`src/rtl/regfile_sb_if.sv`:
```
// Decode/writeback-side bundle of the regfile_sb register file: read ports,
// busy flags, issue marking and writeback.
interface regfile_sb_if #(
   parameter int XLEN  = 32,
   parameter int NREGS = 32
);
   localparam int AW = $clog2(NREGS);

   logic [AW-1:0]   rs1;
   logic [AW-1:0]   rs2;
   logic            rs1_valid;
   logic            rs2_valid;
   logic [XLEN-1:0] src1_value;
   logic [XLEN-1:0] src2_value;
   logic            rs1_busy;
   logic            rs2_busy;
   logic            issue_en;
   logic [AW-1:0]   issue_rd;
   logic [AW-1:0]   rd;
   logic            wr_en;
   logic [XLEN-1:0] result;
   logic            clr_busy;

   modport master (
      output rs1, rs2, rs1_valid, rs2_valid, issue_en, issue_rd,
             rd, wr_en, result, clr_busy,
      input  src1_value, src2_value, rs1_busy, rs2_busy
   );

   modport slave (
      input  rs1, rs2, rs1_valid, rs2_valid, issue_en, issue_rd,
             rd, wr_en, result, clr_busy,
      output src1_value, src2_value, rs1_busy, rs2_busy
   );
endinterface

```
`src/rtl/regfile_sb.sv`:
```
// Register file with two registered read ports, one write port and a busy
// scoreboard. Optional write-to-read bypass is enabled by REGFILE_BYPASS_EN.
module regfile_sb #(
   parameter int XLEN  = 32,
   parameter int NREGS = 32
) (
   input  logic      clk,
   input  logic      rst_n,
   regfile_sb_if.slave bus
);
   localparam int AW = $clog2(NREGS);

   logic [XLEN-1:0]  mem [NREGS];
   logic [NREGS-1:0] busy;
   logic [XLEN-1:0]  src1_reg;
   logic [XLEN-1:0]  src2_reg;
   logic [XLEN-1:0]  src1_next;
   logic [XLEN-1:0]  src2_next;

   // Register 0 has no storage: it always reads zero and is never busy.
   assign mem[0]  = '0;
   assign busy[0] = 1'b0;

   generate
      for (genvar gi = 1; gi < NREGS; gi++) begin : g_reg
         logic [XLEN-1:0] data_reg;
         logic            busy_reg;
         logic            wr_hit;
         logic            set_hit;
         logic            clr_hit;

         assign wr_hit  = bus.wr_en && (bus.rd == AW'(gi));
         assign set_hit = bus.issue_en && (bus.issue_rd == AW'(gi));
         assign clr_hit = wr_hit && bus.clr_busy;

         always_ff @(posedge clk or negedge rst_n) begin
            if (!rst_n) begin
               data_reg <= '0;
               busy_reg <= 1'b0;
            end else begin
               if (wr_hit)
                  data_reg <= bus.result;
               // A newly issued producer outranks the retiring one.
               if (set_hit)
                  busy_reg <= 1'b1;
               else if (clr_hit)
                  busy_reg <= 1'b0;
            end
         end

         assign mem[gi]  = data_reg;
         assign busy[gi] = busy_reg;
      end
   endgenerate

   function automatic logic [XLEN-1:0] read_value(input logic [AW-1:0] addr);
      logic [XLEN-1:0] value;
      value = mem[addr];
`ifdef REGFILE_BYPASS_EN
      if (bus.wr_en && (addr == bus.rd))
         value = bus.result;
`endif
      if (addr == '0)
         value = '0;
      return value;
   endfunction

   always_comb begin
      src1_next = src1_reg;
      src2_next = src2_reg;
      if (bus.rs1_valid)
         src1_next = read_value(bus.rs1);
      if (bus.rs2_valid)
         src2_next = read_value(bus.rs2);
   end

   always_ff @(posedge clk or negedge rst_n) begin
      if (!rst_n) begin
         src1_reg <= '0;
         src2_reg <= '0;
      end else begin
         src1_reg <= src1_next;
         src2_reg <= src2_next;
      end
   end

   assign bus.src1_value = src1_reg;
   assign bus.src2_value = src2_reg;
   assign bus.rs1_busy   = busy[bus.rs1];
   assign bus.rs2_busy   = busy[bus.rs2];
endmodule

```
`src/flat_wrapper.sv`:
```
// flat-port wrapper written by rule: the top's interface ports become plain ports
module regfile_sb_flat 
#(
   parameter int XLEN  = 32,
   parameter int NREGS = 32
)
  (clk, rst_n, bus_rs1, bus_rs2, bus_rs1_valid, bus_rs2_valid, bus_issue_en, bus_issue_rd, bus_rd, bus_wr_en, bus_result, bus_clr_busy, bus_src1_value, bus_src2_value, bus_rs1_busy, bus_rs2_busy);
  regfile_sb_if #(.XLEN(XLEN), .NREGS(NREGS)) bus_i ();
  input  logic clk;
  input  logic rst_n;
  input wire logic [$bits(bus_i.rs1)-1:0] bus_rs1;
  input wire logic [$bits(bus_i.rs2)-1:0] bus_rs2;
  input wire logic [$bits(bus_i.rs1_valid)-1:0] bus_rs1_valid;
  input wire logic [$bits(bus_i.rs2_valid)-1:0] bus_rs2_valid;
  input wire logic [$bits(bus_i.issue_en)-1:0] bus_issue_en;
  input wire logic [$bits(bus_i.issue_rd)-1:0] bus_issue_rd;
  input wire logic [$bits(bus_i.rd)-1:0] bus_rd;
  input wire logic [$bits(bus_i.wr_en)-1:0] bus_wr_en;
  input wire logic [$bits(bus_i.result)-1:0] bus_result;
  input wire logic [$bits(bus_i.clr_busy)-1:0] bus_clr_busy;
  output wire logic [$bits(bus_i.src1_value)-1:0] bus_src1_value;
  output wire logic [$bits(bus_i.src2_value)-1:0] bus_src2_value;
  output wire logic [$bits(bus_i.rs1_busy)-1:0] bus_rs1_busy;
  output wire logic [$bits(bus_i.rs2_busy)-1:0] bus_rs2_busy;
  assign bus_i.rs1 = bus_rs1;
  assign bus_i.rs2 = bus_rs2;
  assign bus_i.rs1_valid = bus_rs1_valid;
  assign bus_i.rs2_valid = bus_rs2_valid;
  assign bus_i.issue_en = bus_issue_en;
  assign bus_i.issue_rd = bus_issue_rd;
  assign bus_i.rd = bus_rd;
  assign bus_i.wr_en = bus_wr_en;
  assign bus_i.result = bus_result;
  assign bus_i.clr_busy = bus_clr_busy;
  assign bus_src1_value = bus_i.src1_value;
  assign bus_src2_value = bus_i.src2_value;
  assign bus_rs1_busy = bus_i.rs1_busy;
  assign bus_rs2_busy = bus_i.rs2_busy;
  regfile_sb #(.XLEN(XLEN), .NREGS(NREGS)) u_core (.clk(clk), .rst_n(rst_n), .bus(bus_i));
endmodule
```
`config.mk`:
```
export PLATFORM = sky130hd
export DESIGN_NAME = regfile_sb_flat
export DESIGN_NICKNAME = d
export VERILOG_FILES = /design/src/rtl/regfile_sb_if.sv /design/src/rtl/regfile_sb.sv /design/src/flat_wrapper.sv
export SDC_FILE = /design/constraint.sdc
export NUM_CORES = 2
export LEC_CHECK = 0
export ABC_AREA = 1
export BUFFER_PORTS_ARGS = -buffer_cell sky130_fd_sc_hd__buf_2
export CAP_MARGIN = 20
export CORE_UTILIZATION = 30
export CTS_CLUSTER_SIZE = 8
export DETAILED_ROUTE_END_ITERATION = 6
export PLACE_DENSITY = 0.44
export SYNTH_ARGS = -nofsm -noshare
export SYNTH_HDL_FRONTEND = slang
export SYNTH_SLANG_ARGS = --single-unit
```
`constraint.sdc`:
```
create_clock -name clk -period 2.3 [get_ports clk]
set_input_delay 0.46 -clock clk [delete_from_list [all_inputs] [get_ports clk]]
set_output_delay 0.46 -clock clk [all_outputs]
set_load 0.01 [all_outputs]
```
==> reports/metrics.yaml <==
outcome: "complete, but fails checks"
violations: "setup timing"
clockBufferDepth: 3
synth-edff-count: 0
io_pins: 125
worstPathCellList: "nand2_1 -> o21ai_1 -> nand2_1 -> nand3_1 -> nand2_1 -> nand2_1 -> nand2_1 -> nand2_1 -> nand2_2 -> nand2_4 -> buf_6"
gp_congestion: 0.893
clkLatencyLatePin_ns: 0.81
ff2ff_setup_slack_ns: 0.58
avgSynthCellArea_sq_um: 6.74
critPathKind: "flip-flop to primary output"
hold_viol_final: 0
post_drt_wl_per_cell_um: 23.7
p_total_mw: 58.7
synth_top_area_share: 0.441
ys_async_sr_fraction: 1.00
syn_to_final_growth_pct: 16.8
drc_errors: 0
timing.fmax_mhz: 395
io_buffer_count: 124
ys_ff_latch: 1087
period_share: 1.10
synth_area_leaders: "dfrtp_1 44%, nand2_1 20%, nand3_1 9.8%"
vias: 60899
grt_max_degree: 96
yosysWarnings: 0
synthFlopType: "dfrtp_1"
drive_gt1_frac: 0.0847
fin_skew_ns: 0.0213
routed_wl_um: 280000
drv_slew: 0
dieArea_sq_mm: 0.208
cp.required_ns: 1.84
clk_pin_slew_worst_paths_ns: 0.05
ys_types: 27
largest_reg_flops: 992
ant_nets: 0
nFillCells: 21704
tightest_slew_ns: 0.792
antenna_found_initial: 13
yosysSeqAreaShare: 0.441
htreeDepth: 4
vias_per_cell: 5.16
die_h_um: 456
slowest_delay_ns: 0.40
grt_pass1_wl_um: 411000
hpwl_um: 174000
critical-path-top-delay-family: "simple AND/OR/NAND/NOR gates"
core_sq_mm: 0.205
cts_post_setup_buffers_inserted: 0
cp_slowest_cell: "dfrtp_1"
synthCells: 9158
drt_iter0_markers: 6188
crit_top_cell: "nand2_1"
path_buf_inv: 1
seq_area_sq_mm: 0.0272
cts.sinks: 1087
whs_ns: 0.0863
track_usage: 0.267
setup_viol_count_final: 2
drv_cap: 0
synth_nets: 9217
period_needed_ns: 2.53
synthesis.area_sq_mm: 0.0617
fin_nets: 9162
slew_headroom: 0.472
yosys.cell_count.top_type: "nand2_1"
peakVddDrop_v: 0.000844
drt_pass1_iterations: 6
p_leak_nw: 35.7
end_kind: "primary output"
yosys-top-cells-count: "3366 x nand2_1, 1208 x nand3_1, 1087 x dfrtp_1, 991 x o21ai_0, 875 x inv_1"
cts_tree: "yes"
die_w_um: 456
setup_ws_ns: -0.234
gr-total-overflow: 0
critPathArrivalTime_ns: 2.07
startpoint_type: "flip-flop"
power.density_mw_per_mm2: 814
initial_core_util: 0.302
grt_pass1_vias: 58273
multi_input_area_sq_mm: 0.0281
rsz0062_at_grt: "true"
hold_class: "input port to flip-flop"
clock-root-buffer: "clkbuf_16"
post-synth-top-area-cell: "dfrtp_1"
crit_fanout: 3
fp-row-count: 166
cts_buffers: 154
==> layout by cell type (no fill, tap or decap), drive strengths merged, types with 21 or more instances in the layout <==
cell type,instances
a21oi,92
buf,527
clkbuf,170
dfrtp,1087
inv,886
nand2,3368
nand3,1208
nand4,21
nor2,519
o211ai,104
o21ai,1127
==> cell families (layout without fill, tap and decap cells) <==
kind of cell | Yosys count | count (layout) | share of synthesized area
compound gates | 1325 | 1325 | 0.112
flops | 1087 | 1087 | 0.441
other cells | 0 | 2 | 0
buf+inv | 1622 | 1587 | 0.110
simple gates | 5124 | 5124 | 0.338
==> what timing repair did <==
action,in CTS,in global routing
endpoints found under the hold margin,257,0
resized for setup,13,4
hold buffers,2,0
pin swaps,5,5
setup endpoints to repair,2,2
==> layer usage <==
metal	up-vias	share of wire	GRT usage
met3	472	0.061	0.0346
li1	28651	-	-
met1	29490	0.44	0.360
met4	2	0.038	0.0977
met2	2284	0.46	0.436
met5	-	0.000046	0
==> layout make-up <==
class,count,share of cell area
multi-input combinational,6449,0.390
sequential,1087,0.377
timing repair buffer,530,0.0827
clock buffer,169,0.0564
tap,2688,0.0466
inverter,881,0.0463
clock inverter,7,0.00106
antenna,2,0.0000694
==> power breakdown <==
group          total, mW  switching (mW)  internal (mW)
clock network       21.1            8.80           12.3
logic               12.5            8.04           4.46
registers           25.1            2.45           22.7
total               58.7            19.3           39.4
==> worst register-to-register path, delay by kind of cell (launching register included) <==
family                 cells  cell delay, ns
AOI/OAI and AO/OA          1            0.38
buffers and inverters      2            0.30
DFF                        1            0.34
and+or+nand+nor            8            0.65
==> through the flow <==
| stage | setup TNS, ns | area, sq um | util | std cells | setup slack (ns) |
|---|---|---|---|---|---|
| after detailed placement | -0.111 | 67900 | 0.332 | 11633 | -0.111 |
| final | -0.398 | 72100 | 0.352 | 11813 | -0.234 |
| after global placement | -0.140 | 67900 | 0.332 | 11633 | -0.140 |
| after global routing | -0.608 | 72100 | 0.352 | 11813 | -0.330 |
| after floorplan | 0 | 61700 | - | 9158 | 0.302 |
| after CTS | -0.534 | 72100 | 0.352 | 11811 | -0.306 |
==> worst paths after layout <==
check	from	endpoint	depth (start not counted)
worst min-delay path	bus_issue_rd[3]	u_core.g_reg[16].busy_reg	4
max in group asynchronous	rst_n	u_core.g_reg[28].data_reg[26]	4
worst max-delay path	u_core.g_reg[23].busy_reg	bus_rs2_busy	11
worst min register to register	u_core.bus.src1_value[8]	u_core.bus.src1_value[8]	2
worst max register to register	u_core.g_reg[20].data_reg[5]	u_core.bus.src2_value[5]	11
min in group asynchronous	rst_n	u_core.g_reg[25].data_reg[12]	2
(Power assumes the default switching activity.)
